$ cat src/rtl/hilo_pkg.sv
// Shared encodings for the HI/LO multiply/divide sequencer.
package hilo_pkg;

    localparam int WIDTH_DEF = 32;
    localparam int CNT_W_DEF = 6;

    typedef enum logic [1:0] {
        OP_MULT = 2'b00,
        OP_DIV  = 2'b01,
        OP_MTHI = 2'b10,
        OP_MTLO = 2'b11
    } op_t;

    // S_ABORT is reachable only when the watchdog is built in.
    typedef enum logic [2:0] {
        S_IDLE   = 3'd0,
        S_RUN    = 3'd1,
        S_COMMIT = 3'd2,
        S_DZ     = 3'd3,
        S_ABORT  = 3'd4
    } state_t;

    function automatic logic is_unit_op(input op_t op);
        return (op == OP_MULT) || (op == OP_DIV);
    endfunction

endpackage

$ cat src/rtl/hilo_seq_ctrl_if.sv
// Command / read-stall channel between the main control FSM and the HI/LO sequencer.
interface hilo_seq_ctrl_if
    import hilo_pkg::*;
#(
    parameter int WIDTH = WIDTH_DEF
) ();
    logic             cmd_valid;
    op_t              cmd_op;
    logic [WIDTH-1:0] cmd_data;
    logic             cmd_ready;
    logic             rd_req;
    logic             stall;

    modport master (
        output cmd_valid, cmd_op, cmd_data, rd_req,
        input  cmd_ready, stall
    );

    modport slave (
        input  cmd_valid, cmd_op, cmd_data, rd_req,
        output cmd_ready, stall
    );
endinterface

$ cat src/rtl/hilo_regs.sv
// Architectural HI/LO pair: independent write enables, one shared source mux
// selecting either the MTHI/MTLO operand or the committed unit result.
module hilo_regs
    import hilo_pkg::*;
#(
    parameter int WIDTH = WIDTH_DEF
) (
    input  logic             Clock,
    input  logic             Reset,
    input  logic             hi_we,
    input  logic             lo_we,
    input  logic             commit_sel,
    input  logic [WIDTH-1:0] mt_data,
    input  logic [WIDTH-1:0] stage_hi,
    input  logic [WIDTH-1:0] stage_lo,
    output logic [WIDTH-1:0] hi_q,
    output logic [WIDTH-1:0] lo_q
);
    logic [1:0]       we;
    logic [WIDTH-1:0] stage_data [2];
    logic [WIDTH-1:0] wr_data    [2];
    logic [WIDTH-1:0] q_reg      [2];

    assign we            = {lo_we, hi_we};
    assign stage_data[0] = stage_hi;
    assign stage_data[1] = stage_lo;

    generate
        for (genvar gi = 0; gi < 2; gi++) begin : g_reg
            assign wr_data[gi] = commit_sel ? stage_data[gi] : mt_data;

            always_ff @(posedge Clock) begin
                if (Reset) begin
                    q_reg[gi] <= '0;
                end else if (we[gi]) begin
                    q_reg[gi] <= wr_data[gi];
                end
            end
        end
    endgenerate

    assign hi_q = q_reg[0];
    assign lo_q = q_reg[1];

endmodule

$ cat src/rtl/hilo_seq_ctrl.sv
// Sequencer for the iterative MULT/DIV units feeding HI/LO.
// Optional macro HILO_WATCHDOG_EN adds a RUN-length watchdog and the wdog_err output.
module hilo_seq_ctrl
    import hilo_pkg::*;
#(
    parameter int WIDTH = WIDTH_DEF,
    parameter int CNT_W = CNT_W_DEF
`ifdef HILO_WATCHDOG_EN
    ,
    parameter int WDOG_CYCLES = 40
`endif
) (
    input  logic              Clock,
    input  logic              Reset,
    hilo_seq_ctrl_if.slave    bus,
    output logic              mult_start,
    input  logic              mult_stop,
    input  logic [WIDTH-1:0]  mult_hi,
    input  logic [WIDTH-1:0]  mult_lo,
    output logic              div_start,
    input  logic              div_stop,
    input  logic              div_zero,
    input  logic [WIDTH-1:0]  div_hi,
    input  logic [WIDTH-1:0]  div_lo,
    output logic              unit_rst,
    output logic [WIDTH-1:0]  hi_q,
    output logic [WIDTH-1:0]  lo_q,
    output logic              busy,
    output logic              dz_exc,
`ifdef HILO_WATCHDOG_EN
    output logic              wdog_err,
`endif
    output logic [CNT_W-1:0]  busy_cycles
);
    state_t           state_reg, state_next;
    logic             op_mul_reg;
    logic [WIDTH-1:0] stage_hi_reg, stage_lo_reg;
    logic [CNT_W-1:0] busy_cnt_reg;
    logic             rst_dly_reg;

    logic cmd_fire;
    logic run_fire;
    logic sel_stop;
    logic dz_hit;
    logic in_run;
    logic abort_hit;
    logic hi_we, lo_we, commit_sel;

    assign in_run   = (state_reg == S_RUN);
    assign cmd_fire = bus.cmd_valid & bus.cmd_ready;
    assign run_fire = cmd_fire & is_unit_op(bus.cmd_op);
    assign sel_stop = op_mul_reg ? mult_stop : div_stop;
    assign dz_hit   = ~op_mul_reg & div_zero;

`ifdef HILO_WATCHDOG_EN
    localparam int WD_W = $clog2(WDOG_CYCLES + 1);

    logic [WD_W-1:0] wdog_cnt_reg;
    logic            wdog_err_reg;

    // Fires in the WDOG_CYCLES-th RUN cycle when neither stop nor div_zero arrived.
    assign abort_hit = in_run && (wdog_cnt_reg == WD_W'(WDOG_CYCLES - 1));

    always_ff @(posedge Clock) begin
        if (Reset) begin
            wdog_cnt_reg <= '0;
            wdog_err_reg <= 1'b0;
        end else begin
            if (run_fire) begin
                wdog_cnt_reg <= '0;
            end else if (in_run) begin
                wdog_cnt_reg <= wdog_cnt_reg + WD_W'(1);
            end
            if (state_reg == S_ABORT) begin
                wdog_err_reg <= 1'b1;
            end
        end
    end

    assign wdog_err = wdog_err_reg;
`else
    assign abort_hit = 1'b0;
`endif

    always_comb begin
        state_next = state_reg;
        case (state_reg)
            S_IDLE: begin
                if (run_fire) begin
                    state_next = S_RUN;
                end
            end
            S_RUN: begin
                // Divide-by-zero outranks a simultaneous stop.
                if (dz_hit) begin
                    state_next = S_DZ;
                end else if (sel_stop) begin
                    state_next = S_COMMIT;
                end else if (abort_hit) begin
                    state_next = S_ABORT;
                end
            end
            S_COMMIT: state_next = S_IDLE;
            S_DZ:     state_next = S_IDLE;
            S_ABORT:  state_next = S_IDLE;
            default:  state_next = S_IDLE;
        endcase
    end

    always_ff @(posedge Clock) begin
        if (Reset) begin
            state_reg    <= S_IDLE;
            op_mul_reg   <= 1'b0;
            stage_hi_reg <= '0;
            stage_lo_reg <= '0;
            busy_cnt_reg <= '0;
            rst_dly_reg  <= 1'b1;
        end else begin
            state_reg   <= state_next;
            rst_dly_reg <= 1'b0;
            if (run_fire) begin
                op_mul_reg   <= (bus.cmd_op == OP_MULT);
                busy_cnt_reg <= '0;
            end else if (in_run && (busy_cnt_reg != {CNT_W{1'b1}})) begin
                busy_cnt_reg <= busy_cnt_reg + CNT_W'(1);
            end
            if (in_run && sel_stop) begin
                stage_hi_reg <= op_mul_reg ? mult_hi : div_hi;
                stage_lo_reg <= op_mul_reg ? mult_lo : div_lo;
            end
        end
    end

    // Units are held in reset through Reset, the cycle after it, and every wind-down state.
    assign unit_rst = Reset | rst_dly_reg |
                      (state_reg == S_COMMIT) | (state_reg == S_DZ) | (state_reg == S_ABORT);

    assign bus.cmd_ready = (state_reg == S_IDLE) & ~unit_rst;
    assign bus.stall     = bus.rd_req & (state_reg != S_IDLE);
    assign busy          = (state_reg != S_IDLE);
    assign mult_start    = in_run & op_mul_reg;
    assign div_start     = in_run & ~op_mul_reg;
    assign dz_exc        = (state_reg == S_DZ);
    assign busy_cycles   = busy_cnt_reg;

    assign commit_sel = (state_reg == S_COMMIT);
    assign hi_we      = commit_sel | (cmd_fire & (bus.cmd_op == OP_MTHI));
    assign lo_we      = commit_sel | (cmd_fire & (bus.cmd_op == OP_MTLO));

    hilo_regs #(.WIDTH(WIDTH)) u_regs (
        .Clock      (Clock),
        .Reset      (Reset),
        .hi_we      (hi_we),
        .lo_we      (lo_we),
        .commit_sel (commit_sel),
        .mt_data    (bus.cmd_data),
        .stage_hi   (stage_hi_reg),
        .stage_lo   (stage_lo_reg),
        .hi_q       (hi_q),
        .lo_q       (lo_q)
    );

endmodule

$ cat src/flat_wrapper.sv
// flat-port wrapper written by rule: the top's interface ports become plain ports
module hilo_seq_ctrl_flat import hilo_pkg::*;
#(
    parameter int WIDTH = WIDTH_DEF,
    parameter int CNT_W = CNT_W_DEF

)
  (Clock, Reset, mult_start, mult_stop, mult_hi, mult_lo, div_start, div_stop, div_zero, div_hi, div_lo, unit_rst, hi_q, lo_q, busy, dz_exc, busy_cycles, bus_cmd_valid, bus_cmd_op, bus_cmd_data, bus_rd_req, bus_cmd_ready, bus_stall);
  hilo_seq_ctrl_if #(.WIDTH(WIDTH)) bus_i ();
  input  logic Clock;
  input  logic Reset;
  output logic mult_start;
  input  logic mult_stop;
  input  logic [WIDTH-1:0] mult_hi;
  input  logic [WIDTH-1:0] mult_lo;
  output logic div_start;
  input  logic div_stop;
  input  logic div_zero;
  input  logic [WIDTH-1:0] div_hi;
  input  logic [WIDTH-1:0] div_lo;
  output logic unit_rst;
  output logic [WIDTH-1:0] hi_q;
  output logic [WIDTH-1:0] lo_q;
  output logic busy;
  output logic dz_exc;
  output logic [CNT_W-1:0] busy_cycles;
  input wire logic [$bits(bus_i.cmd_valid)-1:0] bus_cmd_valid;
  input wire logic [$bits(bus_i.cmd_op)-1:0] bus_cmd_op;
  input wire logic [$bits(bus_i.cmd_data)-1:0] bus_cmd_data;
  input wire logic [$bits(bus_i.rd_req)-1:0] bus_rd_req;
  output wire logic [$bits(bus_i.cmd_ready)-1:0] bus_cmd_ready;
  output wire logic [$bits(bus_i.stall)-1:0] bus_stall;
  assign bus_i.cmd_valid = bus_cmd_valid;
  assign bus_i.cmd_op = bus_cmd_op;
  assign bus_i.cmd_data = bus_cmd_data;
  assign bus_i.rd_req = bus_rd_req;
  assign bus_cmd_ready = bus_i.cmd_ready;
  assign bus_stall = bus_i.stall;
  hilo_seq_ctrl #(.WIDTH(WIDTH), .CNT_W(CNT_W)) u_core (.Clock(Clock), .Reset(Reset), .bus(bus_i), .mult_start(mult_start), .mult_stop(mult_stop), .mult_hi(mult_hi), .mult_lo(mult_lo), .div_start(div_start), .div_stop(div_stop), .div_zero(div_zero), .div_hi(div_hi), .div_lo(div_lo), .unit_rst(unit_rst), .hi_q(hi_q), .lo_q(lo_q), .busy(busy), .dz_exc(dz_exc), .busy_cycles(busy_cycles));
endmodule
$ cat config.mk
export PLATFORM = sky130hd
export DESIGN_NAME = hilo_seq_ctrl_flat
export DESIGN_NICKNAME = d
export VERILOG_FILES = /design/src/rtl/hilo_pkg.sv /design/src/rtl/hilo_seq_ctrl_if.sv /design/src/rtl/hilo_regs.sv /design/src/rtl/hilo_seq_ctrl.sv /design/src/flat_wrapper.sv
export SDC_FILE = /design/constraint.sdc
export NUM_CORES = 1
export LEC_CHECK = 0
export BUFFER_PORTS_ARGS = -buffer_cell sky130_fd_sc_hd__buf_2
export CAP_MARGIN = 20
export CORE_ASPECT_RATIO = 0.9
export CORE_MARGIN = 4
export CORE_UTILIZATION = 50
export CTS_CLUSTER_DIAMETER = 50
export DETAILED_ROUTE_END_ITERATION = 10
export PLACE_DENSITY_LB_ADDON = 0.15
export SYNTH_ARGS = -nofsm -noshare
export SYNTH_HDL_FRONTEND = slang
export SYNTH_SLANG_ARGS = --single-unit
$ cat constraint.sdc
create_clock -name Clock -period 5.75 [get_ports Clock]
set_input_delay 0.575 -clock Clock [delete_from_list [all_inputs] [get_ports Clock]]
set_output_delay 0.575 -clock Clock [all_outputs]
set_load 0.03 [all_outputs]
After elaboration in Yosys (flattened, before gate mapping)
Memories as Yosys holds them, arrays and structs flattened.
Index checks and enable logic that the tools add are counted.
Widths: inputs -> output; s select.

storage, ports and cells
  flip-flop bits (word level) = 75
  bits in writable memories = 64
  output and inout bits = 77
  memories kept = 1

cells by class
  $add $sub $neg = 1
  equal/unequal tests = 10
  mux-type cells = 19
  bitwise operators = 19
  reductions and logical operators = 8

memory list
  name                 depth  bits a word  rd ports  clocked after memory_dff  write ports  line             text
  u_core.u_regs.q_reg  2      32           2         0                         2            hilo_regs.sv:22  logic [WIDTH-1:0] q_reg [2];

operators with widths
  cell                 count
  $mux 32              6
  $and 1x1->1          9
  $mux 1               9
  $mux 3               3
  $or 1x1->1           8
  $add 6x1->6 const B  1
  $eq 3x2->1 const B   2
  $ne 6x6->1 const B   1
  $pmux 3 s2           1
  $eq 2x2->1 const B   2
  $eq 3x1->1 const B   1
  $eq 3x3->1 const B   1
  $logic_not 3->1      1
  $ne 3x1->1 const B   1
  $reduce_bool 3->1    1
  $eq 2x1->1 const B   1
  $logic_and 1x1->1    2
  $logic_not 2->1      1
  $ne 2x1->1 const B   1
  $not 1->1            2
  $reduce_and 2->1     1
  $reduce_or 2->1      1
  $logic_or 1x1->1     1

Logic depth before layout (Yosys ltp)
Gate-level depths: netlist of the first run.

  word-level depth = 13
  gate-level depth with buffers = 7
  mapped depth without buffers = 4

Modules after synthesis
From an unflattened synthesis of the first run, not the netlist that was laid out.

unflattened totals
  cell total of the unflattened synthesis = 604
  area, all modules = 6366.1 um^2

modules (own cells, without submodules)
  module         instances  cells each  area each (um^2)  sequential area each (um^2)
  hilo_seq_ctrl  1          359         3539.6            1481.4
  hilo_regs      1          245         2826.5            1921.8

Worst setup path before layout of the first run
OpenSTA, ideal clock, no wires.

  path type = in2reg
  start = in bus_cmd_valid
  end = mem u_core.u_regs.q_reg[0][0] in the netlist's numbering (enable)
  setup time = 0.394 ns
  data arrival time = 2.534 ns
  required time = 5.356 ns
  setup slack = 2.822 ns
  cell stages on the path = 5
  path buffers = 2
  path through = or4b_4 -> buf_6 -> nor4b_4 -> buf_6 -> nand2b_1

RTL lines
  what         line                text
  from (decl)  flat_wrapper.sv:27  input wire logic [$bits(bus_i.cmd_valid)-1:0] bus_cmd_valid;
  to (decl)    hilo_regs.sv:22

==> metrics list, run 1 <==
* DP Worst Slack: 2.80 ns
* Max Slew Vio Count: 0
- Crit end category: register
- For this run, asynchronously set or reset flops after synthesis account for 0%.
* Post-layout nets: roughly 900
- Pin count of the biggest net entering global routing: 77
* Final hold violation count: 0
* Data arrival, critical path: 2.81 ns
- Setup violations remaining at the end of the flow were counted as 0.
- Initial antenna violation count: 0
* Total of cells resized after clock tree synthesis: 0
- After clock tree synthesis, the clock-pin slew on the worst setup and hold paths is 0.06 ns.
- The routed design has between 15 and 20 mm of wire.
- Cell with the largest stage delay on the worst path: sky130_fd_sc_hd__nand2b_2
- The critical path is of the register to register type.
- Hold repair after CTS inserted 0 buffers.
- After layout, the design draws a total of 2430 uW.
* Die width: 124 um
* Maximum resistive drop on vdd: about 0.17 mV
- Synthesis-to-layout area growth: 30.8%
- Fmax: about 0.36 GHz
- Syn nets: 678
- For the final database, setup skew stands at 0.00955 ns.
- Clock latency at the later pin of the worst-skew pair: 0.41 ns
- Critical path, cell by cell: or4b_4 -> nor4b_4 -> buf_4 -> nand2b_2
- The routed layout has 5,103 vias.
* HPWL after detailed placement: between 10 and 15 mm
- Number of flops mapped to enable cells by yosys: 64
- Simple-gate share of the synthesized area: 4.23%
- Mean instance size in the synthesized netlist: 11.9 sq um
* Power density over the cells: 307 mW/mm^2
- Slew at the pin closest to its max-slew limit: 1.09 ns
- Gate Count Post-Synth: 508
* First drt pass iteration count: 5
* Ys Warns: 0
* All-Layer GR Usage: 23.2%
- 0 antenna diodes ended up in the layout.
- Input and output buffers added on the ports amount to 245.
- Run status: completed
- Unrepaired setup endpoints after global routing: false
- Across the run, the number of max-cap violations was 0.
- DIE AREA: 0.0139 sq mm
- The number of setup buffers added after CTS is 0.
- In this run the static leakage power is 0.00316 uW.
- STA classifies the critical path startpoint as a register.
- Post-Synth Adder-Cell Area: less than 1%
- Multiplexer cells account for about 11% of the synthesized area.
* Worst hold slack across all endpoints: 0.461 ns
* Area after DPL: around 0.0073 sq mm
* Vias in the first global route: about 5,000
- The largest single stage delay on the critical path is 0.75 ns.
* Residual DRC: 0
- Maximum buffer depth of the clock tree: 2
* Placer Congestion: between 0.7 and 0.8
- Average vias per placed instance: between 5 and 6
* Starting Density: 52.1%
* Area inside the core boundary: 0.0116 sq mm
* Remaining max-slew budget at the tightest pin: a little over a quarter
- Of all nets on the critical path, the largest fanout is 33.
- The first global-routing pass estimated 25.2 mm of wire.
* Data required time of the worst path: between 5 and 6 ns
- Top cell type's share of synthesized area: 31.7%
* TritonCTS clock tree: done
- In this run the worst hold path is classified as input port to register.
- Counting both buffers and inverters, the worst setup path holds a total of 1.
- Flip-flop and latch count after synthesis: 138
* Average routed wire per standard cell: 18.8 um
- Global routing finished with a remaining overflow of 0.
- Number of levels the H-tree was split into: 4
- Final setup TNS: 0 ns
- Ranking of synthesized cells by area: sky130_fd_sc_hd__edfxtp_1 32%, sky130_fd_sc_hd__dfxtp_1 24%, sky130_fd_sc_hd__mux2i_1 11%
* Worst setup slack after layout: 2.98 ns
- Broken down by cell family, the worst path's largest delay share belongs to simple AND/OR/NAND/NOR gates.
- During I/O placement, the number of pins put on the boundary was 246.
- The register with the most flip-flops in the layout has 64 of them.
- Height of the die: approximately 110 um
* Dominant combinational cell family by area after synthesis: compound AO/OA/AOI/OAI gates
- Sequential fraction of the synthesis area: 56.2%
- In the finished design, the share of the clock period the worst path needs comes to roughly half.
* Leading register cell type out of synthesis: sky130_fd_sc_hd__dfxtp_1
- Cell row count: 37
- Complex-gate fraction of the synthesized area: 24.3%
- The detail route stage leaves a number of antenna-violating nets equal to 0.
- Fraction of final layout cells with drive strength greater than 1: 39.9%
- Post-route design area: between 0.007 and 0.008 sq mm
* Library cell used as clock root buffer: sky130_fd_sc_hd__clkbuf_16
* Number of violations reported at the end of detailed-routing iteration 0: roughly 300
- Post-synthesis xor/xnor area fraction: 0%
- Combined area of all synthesized cells: 0.00606 sq mm
- Largest area contributor in the netlist: sky130_fd_sc_hd__edfxtp_1
* Number of buffers inserted during clock tree synthesis: 17
- Clock tree synthesis found a total of ~140 sinks.
- Distinct cells, synth: 37
- Shortest clock period the worst path allows after layout: about 2.8 ns
power by group:
part	switching [uW]	internal, uW
combinational	168	100
sequential	19.6	1070
clock	451	626
total	639	1790
final timing paths:
check                          start                          to  slack [ns]  cells after the start
max              u_core.state_reg[1]  u_core.u_regs.q_reg[0][15]        2.98                      4
min                        mult_stop         u_core.state_reg[1]        0.46                      3
max reg2reg      u_core.state_reg[1]  u_core.u_regs.q_reg[0][15]        2.98                      4
min reg2reg  u_core.stage_hi_reg[28]     u_core.stage_hi_reg[28]        0.53                      2
per-layer routing:
layer | part of all wire (%) | GRT usage (%) | vias up | wire length, um
met5 | 0 | 0 | - | 0
met4 | 1.4 | 7.01 | 0 | 238
met3 | 8.1 | 4.94 | 19 | 1360
met2 | 49 | 39.4 | 220 | 8250
met1 | 41 | 29.7 | 2418 | 6990
li1 | - | - | 2446 | -
area by class of cell:
class | instances | area (sq um)
fillers | 911 | 3700
repair buffers | 253 | 1300
multi-input cells | 314 | 2430
inverters | 2 | 7.51
well taps | 156 | 195
flip-flops and latches | 138 | 3410
clock buffers | 18 | 439
clock inverters | 14 | 150
cells in the mapped netlist, types with 4 or more instances:
master and n:
sky130_fd_sc_hd__a211oi_1 66, sky130_fd_sc_hd__a21oi_1 68, sky130_fd_sc_hd__a22o_1 62, sky130_fd_sc_hd__and2_1 4, sky130_fd_sc_hd__buf_1 10, sky130_fd_sc_hd__buf_6 5
sky130_fd_sc_hd__clkbuf_1 36, sky130_fd_sc_hd__dfxtp_1 74, sky130_fd_sc_hd__edfxtp_1 64, sky130_fd_sc_hd__mux2i_1 65, sky130_fd_sc_hd__nand2b_1 4, sky130_fd_sc_hd__nor2_1 5
sky130_fd_sc_hd__nor3_1 4, sky130_fd_sc_hd__o21ai_0 4
metrics by stage:
stage | utilization (%) | cells
floorplan | - | 508
global placement | 62.9 | 862
detailed placement | 62.9 | 862
CTS | 68.0 | 894
global route | 68.2 | 895
finish | 68.2 | 895
kinds of logic after synthesis:
kind of cell	after synthesis
multiplexers	66
buffers and inverters	56
AO/OA/AOI/OAI	209
adder cells (fa/ha/maj)	1
flip-flops	138
AND/OR/NAND/NOR	38
worst reg2reg max path, delay by kind of cell (launching register included):
kind | cells | cell delay, ns
flops | 1 | 0.41
simple gates | 3 | 1.59
buf+inv | 1 | 0.38
layout by cell type, fill, tap and decap left out, drive strengths merged, types with 2 or more instances in the layout:
cell / instances
a211oi: 66
a21oi: 68
a22o: 62
a32o: 2
a41oi: 2
and2: 4
and4b: 2
buf: 253
clkbuf: 18
clkinv: 3
dfxtp: 74
edfxtp: 64
inv: 11
mux2i: 65
nand2: 3
nand2b: 4
nand4: 2
nor2: 5
nor2b: 3
nor3: 4
nor4b: 3
o21ai: 4
o21bai: 2
or3: 2
No activity file was read; power rests on OpenSTA's default activity.
==> inputs of run 2 (changes only) <==
--- a/config.mk
+++ b/config.mk
@@ -9,7 +9,7 @@
 export CAP_MARGIN = 20
 export CORE_ASPECT_RATIO = 0.9
 export CORE_MARGIN = 4
-export CORE_UTILIZATION = 50
+export CORE_UTILIZATION = 48
 export CTS_CLUSTER_DIAMETER = 50
 export DETAILED_ROUTE_END_ITERATION = 10
 export PLACE_DENSITY_LB_ADDON = 0.15
==> constraint.sdc (replaced) <==
create_clock -name Clock -period 2.7 [get_ports Clock]
set_input_delay 0.27 -clock Clock [delete_from_list [all_inputs] [get_ports Clock]]
set_output_delay 0.27 -clock Clock [all_outputs]
set_load 0.03 [all_outputs]
==> run 2 against run 1 <==
  * Routed wire length rose by 1.3%
  * Count of clock-buffer cells in the layout rose by 1
  * Clock skew fell by 0.0028 ns
  * Global-route usage barely moved
  * Core utilization fell by 2.8 points
  * Die area rose by 3.9%
  * Cell count rose by 1.2%
  * Power rose by 120%
  * Combinational power rose by 120%
==> metrics list, run 2 (synthesized netlist as in run 1, its figures left out) <==
- Average routed wire per standard cell: 18.8 um (about the same)
- The detailed-route wire length is 17.1 mm (+1.3%).
- The antenna violation net count after detailed routing was 0 (unchanged).
* Data required time of the worst path: 2.79 ns (-3.00 ns)
- Starting Density: 49.6% (-2.6 points)
- Shortest clock period the worst path allows after layout: 2.24 ns (-0.534 ns)
- Post-route design area: 0.00799 sq mm (+0.79%)
- The cell count of the worst reg-to-reg path was 4 (unchanged).
- Number of port buffers: 245 (unchanged)
- In this run the clock root is driven by a sky130_fd_sc_hd__clkbuf_16.
- Slew at the pin closest to its max-slew limit: 0.701 ns (-0.389 ns)
- Cell with the largest stage delay on the worst path: sky130_fd_sc_hd__or4b_4
- Reg-to-reg critical path endpoint: u_core.u_regs.q_reg[0][30]
- The library cells used most frequently in the layout, excluding fill and tap cells, are 245 x sky130_fd_sc_hd__buf_2, 73 x sky130_fd_sc_hd__dfxtp_1, 68 x sky130_fd_sc_hd__a21oi_1.
- Setup repair after global routing left no endpoint under its margin.
- Clock slew seen by the registers of the worst setup and hold paths: 0.06 ns (about the same)
- The total global routing overflow was 0 (unchanged).
- Remaining max-slew budget at the tightest pin: 53.3% (+26 points)
- Class of the most critical setup path: register to register
* Area of all sequential standard cells: 0.00341 sq mm (unchanged)
- The worst register-to-register path begins at u_core.state_reg[1].
- Share of the cycle needed by the critical path after routing: 82.8% (+35 points)
* Cell row count: 38 (+2.7%)
* Worst Min Path Start: mult_stop
- The depth of the worst hold-timing path was 3 (unchanged).
- The global-route met2 utilization was 37.6% (-1.8 points).
* Number of buffers inserted during clock tree synthesis: 17 (unchanged)
- The global routing met1 resource utilization was 30.8% (+1.2 points).
- The flop-to-flop setup slack came to 0.46 ns (-2.52 ns).
* Placer Congestion: 0.840 (+5.9%)
- First drt pass iteration count: 5 (unchanged)
- Power density over the cells: 656 mW/mm^2 (+110%)
- The arrival time reported for the critical path endpoint came to 2.33 ns (-0.48 ns).
- Final setup vio count: 0 (unchanged)
- Maximum clock skew at final layout: 0.00675 ns (-0.00280 ns)
- The number of flip-flops under the largest register name was 64 (unchanged).
- Met3 capacity usage during global routing: 7.23% (+2.3 points)
- The number of violations of the max-capacitance limit is 0 (unchanged).
- Hold bufs inserted after CTS: 0 (unchanged)
* Number of fillers in the final layout: 957 (+5.0%)
- Fmax: 0.447 GHz (+24%)
- Leaving out fill and tap cells, the most frequent cell in the layout is sky130_fd_sc_hd__buf_2.
- Average vias per placed instance: 5.74 (+0.59%)
- The overall power after layout was 5240 uW (+120%).
- The cell area after placement is 0.00738 sq mm (+0.96%).
* Routed via count: 5,196 (+1.8%)
- Area inside the core boundary: 0.0122 sq mm (+5.2%)
* Die width: 126 um (+1.9%)
- The number of antenna violations at the first check in global routing is 0 (unchanged).
- Max Slew Vio Count: 0 (unchanged)
* Residual DRC: 0 (unchanged)
- Height of the die: 115 um (+1.9%)
- The half-perimeter wire length after detailed placement was 12.1 mm (+5.7%).
* CP max FO: 12 (-64%)
* GR peak layer: met2
- DIE AREA: 0.0145 sq mm (+3.9%)
* Final setup TNS: 0 ns (unchanged)
- Global-route wire length before repair: 26.6 mm (+5.5%)
- The number of H-tree levels is 4 (unchanged).
* Leakage Power: 0.00319 uW (+0.98%)
- The utilization after layout came to 65.4% (-2.8 points).
* Number of placed I/O pins: 246 (unchanged)
- The worst hold path terminates at u_core.state_reg[1].
- Multi-input combinational cell area: 0.00243 sq mm (unchanged)
- STA classifies the critical path endpoint as a register.
- The total count of hold-check failures in the final report is 0 (unchanged).
* Crit path largest cell delay: 0.63 ns (-0.12 ns)
- The flow ran to the end, and the final reports show no timing, DRC or antenna violations.
* Number of sinks handled by clock tree synthesis: 138 (unchanged)
- The maximum clock insertion buffer count came to 2 (unchanged).
- The insertion delay of the later-clocked pin in the worst-skew pair came to 0.40 ns (about the same).
* Maximum resistive drop on vdd: 0.411 mV (+140%)
* Startpoint of the worst setup timing path: u_core.state_reg[1]
- Synthesis-to-layout area growth: 31.8%
- The number of design-rule violations left by the first detailed-router iteration came to 543 (+82%).
- The quantity of gates resized following cts is 0 (unchanged).
- The proportion of layout cells with a drive suffix above 1 is 39.9% (-0.053 points).
- TritonCTS built the clock tree.
- Walking the worst path, the cells encountered are or4b_4 -> nor4b_4 -> nand2b_2 -> buf_4.
- Post-CTS repair timing setup buffer count: 0 (unchanged)
- STA classifies the critical path startpoint as a register.
* Post-layout nets: 902 (+0.67%)
* Pin count of the biggest net entering global routing: 65 (-16%)
- The aggregate global-route resource usage came to 23.2% (-0.045 points).
- The number of global-route vias before repair came to 5,113 (+1.7%).
- Path type of the worst min-delay path: input port to register
==> run 2: worst max path at each step <==
stage                                       to  cells past startpoint  slack, ns
floorplan            u_core.u_regs.q_reg[1][0]                      6       0.04
global placement    u_core.u_regs.q_reg[0][24]                      4       0.51
detailed placement  u_core.u_regs.q_reg[0][21]                      4       0.48
CTS                 u_core.u_regs.q_reg[0][24]                      4       0.48
global route        u_core.u_regs.q_reg[0][24]                      4       0.36
finish              u_core.u_regs.q_reg[0][30]                      4       0.46
==> run 2: area by class of cell <==
type,instances,share of cell area [%]
Multi-Input combinational cell,314,30.4
Antenna cell,1,0.0313
Timing Repair Buffer,259,16.8
Tap cell,160,2.51
Clock buffer,19,5.42
Inverter,2,0.0940
Clock inverter,13,2.08
Sequential cell,138,42.7
==> run 2: metal layers <==
layer	part of all wire, %	vias to the layer above
li1	-	2469
met1	41	2439
met2	48	282
met3	11	6
met4	0.53	0
met5	0	-
==> run 2: worst max-delay path: cells and delay by family, from the launching register on <==
kind,cells,cell delay [ns]
DFF,1,0.41
and+or+nand+nor,3,1.24
buffers and inverters,1,0.29
==> run 2: report_power, final <==
part | leakage (uW) | total, uW | switching [uW] | internal (uW)
clock network | 0.000288 | 2340 | 877 | 1460
registers | 0.00127 | 2320 | 41.0 | 2270
logic | 0.00164 | 580 | 360 | 220
==> run 2: metrics by stage <==
step | setup WS, ns | cells | hold WS [ns]
detailed placement | 0.480 | 873 | 0.513
CTS | 0.476 | 905 | 0.156
global placement | 0.514 | 873 | 0.505
global route | 0.356 | 905 | 0.178
finish | 0.465 | 906 | 0.174
floorplan | 0.0403 | 508 | 0.298
==> inputs of run 3 (changes only) <==
--- a/config.mk
+++ b/config.mk
@@ -5,11 +5,12 @@
 export SDC_FILE = /design/constraint.sdc
 export NUM_CORES = 1
 export LEC_CHECK = 0
+export ABC_AREA = 1
 export BUFFER_PORTS_ARGS = -buffer_cell sky130_fd_sc_hd__buf_2
 export CAP_MARGIN = 20
 export CORE_ASPECT_RATIO = 0.9
 export CORE_MARGIN = 4
-export CORE_UTILIZATION = 48
+export CORE_UTILIZATION = 45
 export CTS_CLUSTER_DIAMETER = 50
 export DETAILED_ROUTE_END_ITERATION = 10
 export PLACE_DENSITY_LB_ADDON = 0.15
==> constraint.sdc (replaced) <==
create_clock -name Clock -period 1.83 [get_ports Clock]
set_input_delay 0.183 -clock Clock [delete_from_list [all_inputs] [get_ports Clock]]
set_output_delay 0.183 -clock Clock [all_outputs]
set_load 0.03 [all_outputs]
==> run 3 against run 2 <==
  * Via count grew 23%
  * Synthesized area grew 13%
  * Power grew 50%
  * Flip-flop and latch count is the same
  * Clock skew grew 0.0021 ns
  * Clock power grew 53%
  * Global-route usage shrank 1.5 points
  * Critical endpoint is now bus_cmd_ready
==> metrics list, run 3 <==
* Combined area of all synthesized cells: 0.00682 sq mm (+13%)
- All-Layer GR Usage: 21.6% (-1.5 points)
- Overflow after GRT: 0 (unchanged)
* Max reg flops: 64 (unchanged)
- The width of the die was 138 um (+9.0%).
* CP max FO: 10 (-2)
* Average vias per placed instance: 4.63 (-19%)
* Number of levels the H-tree was split into: 4 (unchanged)
* Residual DRC: 0 (unchanged)
* Library cell used as clock root buffer: sky130_fd_sc_hd__clkbuf_16
- Final setup TNS: 0 ns (unchanged)
* Ys async rst share: 0% (unchanged)
* Maximum clock skew at final layout: 0.00880 ns (+0.00205 ns)
- The fraction of power consumed by combinational cells came to 11.3% (+0.2 points).
- The sequential fraction of the synthesis area came to 49.9% (-6.3 points).
- The synthesized area divided by synthesized cell count came to 7.27 sq um (-39%).
- Initial antenna violation count: 3 (+3)
- In this run the most critical hold path is launched from div_stop.
* Nature of the critical path startpoint: input port
- The maximum vdd drop was 0.625 mV (+52%).
* TritonCTS clock tree: done
* Synthesis-to-layout area growth: 29.0%
* DIE AREA: 0.0172 sq mm (+19%)
- Worst setup slack after layout: 0.0600 ns (-0.405 ns)
- Remaining antenna violation count after routing: 0 (unchanged)
* Net switching power of the design: 1910 uW (+49%)
- The detailed-route wire length was 19.0 mm (+11%).
- Number of flops mapped to enable cells by yosys: 64 (unchanged)
- The power share of the clock group came to 45.7% (+1.0 points).
* First drt pass iteration count: 4 (-1)
* Height of the die: 125 um (+8.9%)
- The worst slack at placement came to 0.137 ns (-0.342 ns).
- Data arrival, critical path: 1.59 ns (-0.74 ns)
* Shortest clock period the worst path allows after layout: roughly 1.8 ns
- The number of library cell types mapped by synthesis is 27 (-27%).
- Top cell type's share of synthesized area: 28.2% (-3.5 points)
- The total count of max-transition violations in the final report came to 0 (unchanged).
* Run status: completed
- The number of top-level pins is 246 (unchanged).
* Cell types with the highest counts after synthesis: 308 x sky130_fd_sc_hd__nand2_1, 166 x sky130_fd_sc_hd__nor2_1, 96 x sky130_fd_sc_hd__inv_1
- Worst r2r src: u_core.state_reg[1]
- Leakage Power: 0.00454 uW (+42%)
* Most frequent standard cell in the layout excluding fill and tap cells: sky130_fd_sc_hd__nand2_1
- Sw Ratio: 24.3% (-0.15 points)
- Commonest non-fill, non-tap cells in the layout: 306 x sky130_fd_sc_hd__nand2_1, 244 x sky130_fd_sc_hd__buf_2, 165 x sky130_fd_sc_hd__nor2_1
- The number of input and output port buffers inserted came to 245 (unchanged).
- The number of nets in the synthesized netlist came to 1,108 (+63%).
- Average routed wire per standard cell: 13.8 um (-27%)
- The worst setup path is of the input port to output pin kind.
- Tracing the worst setup path back leads to its startpoint at Reset.
* Number of buffers inserted during clock tree synthesis: 17 (unchanged)
* Core occupancy in the finished layout: 59.6% (-5.8 points)
- The number of warnings issued by yosys is 0 (unchanged).
- The part of the power in registers was 43.0% (-1.2 points).
- Data required time of the worst path: 1.65 ns (-1.14 ns)
- Flip-flop and latch count after synthesis: 138 (unchanged)
* HPWL after detailed placement: 14.2 mm (+17%)
- The wire length of the first global-routing pass is 28.9 mm (+8.5%).
- Setup repair after global routing left no endpoint under its margin.
* Final setup vio count: 0 (unchanged)
- Maximum buffer depth of the clock tree: 2 (unchanged)
* Final hold violation count: 0 (unchanged)
- The synthesized instance count is 938 (+85%).
- The final critical path takes up 96.7% of the cycle.
- Number of sinks handled by clock tree synthesis: 138 (unchanged)
- The number of global-route vias before repair was 5,701 (+12%).
- The initial core utilization is 46.2% (-3.4 points).
- Overall Power: 7850 uW (+50%)
- Clock latency at the later pin of the worst-skew pair: 0.42 ns (+0.02 ns)
- The power per cell area came to 892 mW/mm^2 (+36%).
- Number of violations reported at the end of detailed-routing iteration 0: 420 (-23%)
- The layout net count was 1,335 (+48%).
- The largest total area in the synthesized netlist belongs to sky130_fd_sc_hd__edfxtp_1.
- Placer Congestion: 0.881 (+4.9%)
* Crit end category: output pin
- The proportion of layout cells with a drive suffix above 1 came to 26.7% (-13 points).
- Leading register cell type out of synthesis: sky130_fd_sc_hd__dfxtp_1
- The min-delay analysis places its worst path in the category input port to register.
- Among all cell types in the netlist, the one instantiated most often is sky130_fd_sc_hd__nand2_1.
* Pin count of the biggest net entering global routing: 67 (+3.1%)
- Remaining max-slew budget at the tightest pin: 67.7% (+14 points)
- Routed via count: 6,371 (+23%)
* MaxCap Viol Count: 0 (unchanged)
- The smallest hold slack was 0.0853 ns (-0.0888 ns).
- Slew at the pin closest to its max-slew limit: 0.485 ns (-0.217 ns)
- Area inside the core boundary: 0.0148 sq mm (+21%)
- The floorplan row count was 42 (+11%).
* Ranking of synthesized cells by area: sky130_fd_sc_hd__edfxtp_1 28%, sky130_fd_sc_hd__dfxtp_1 22%, sky130_fd_sc_hd__nand2_1 17%
- Static timing analysis puts the maximum clock frequency at 0.565 GHz.
- The internal portion of total power was 5950 uW (+50%).
- The clock transition at the registers of the reported paths came to 0.06 ns (about the same).
==> run 3: cells by family after synthesis <==
kind of cell,after synthesis,synth area share [%]
AO/OA/AOI/OAI,108,8.09
XOR/XNOR,3,0.385
adder cells (fa/ha/maj),1,0.183
buffers and inverters,156,10.8
flip-flops,138,49.9
AND/OR/NAND/NOR,532,30.7
==> run 3: cell type report <==
cell class,instances,area [sq um]
fillers,1406,5970
flip-flops and latches,138,3410
multi-input cells,644,2700
repair buffers,264,1450
clock buffers,18,429
inverters,100,375
well taps,198,248
clock inverters,14,196
diodes,1,2.50
==> run 3: metal layers <==
metal  routed length [um]  GRT usage (%)
met5                   14              0
met4                  206           6.80
met3                 1570           5.01
met2                 7960           30.3
met1                 9220           32.9
==> run 3: worst paths after layout <==
| kind | to | slack [ns] | cells past startpoint |
|---|---|---|---|
| worst max register to register | u_core.u_regs.q_reg[1][31] | 0.22 | 5 |
| worst min register to register | u_core.stage_hi_reg[1] | 0.45 | 2 |
| worst min-delay path | u_core.state_reg[1] | 0.09 | 3 |
| worst max-delay path | bus_cmd_ready | 0.06 | 7 |
==> run 3: metrics by stage <==
stage          instances  instance area [sq um]
6_report            1377                   8800
5_1_grt             1377                   8800
4_1_cts             1376                   8780
3_5_place_dp        1343                   8140
3_3_place_gp        1343                   8140
2_1_floorplan        938                   6820
==> run 3: repair_timing <==
action	4_1_cts	5_1_grt
setup endpoints to repair	1	14
resized for setup	1	5
pin swaps	0	0
hold endpoints to repair	1	0
hold buffers	1	0
gates cloned	0	0
setup buffers	0	0
==> run 3: power by group through the flow <==
stage               logic, uW  registers [uW]  clock network, uW
floorplan                 372            3580                  0
global placement          881            3440                  0
detailed placement        887            3440                  0
CTS                       892            3370               3640
global route              991            3380               3770
finish                    887            3370               3590
==> run 3: critical path, cell delays in order <==
cell and delay [ns]:
sky130_fd_sc_hd__dlygate4sd3_1 0.54, sky130_fd_sc_hd__buf_2 0.17, sky130_fd_sc_hd__inv_2 0.08, sky130_fd_sc_hd__buf_4 0.19
sky130_fd_sc_hd__nand2_1 0.12, sky130_fd_sc_hd__nor2_1 0.10, sky130_fd_sc_hd__clkbuf_4 0.20
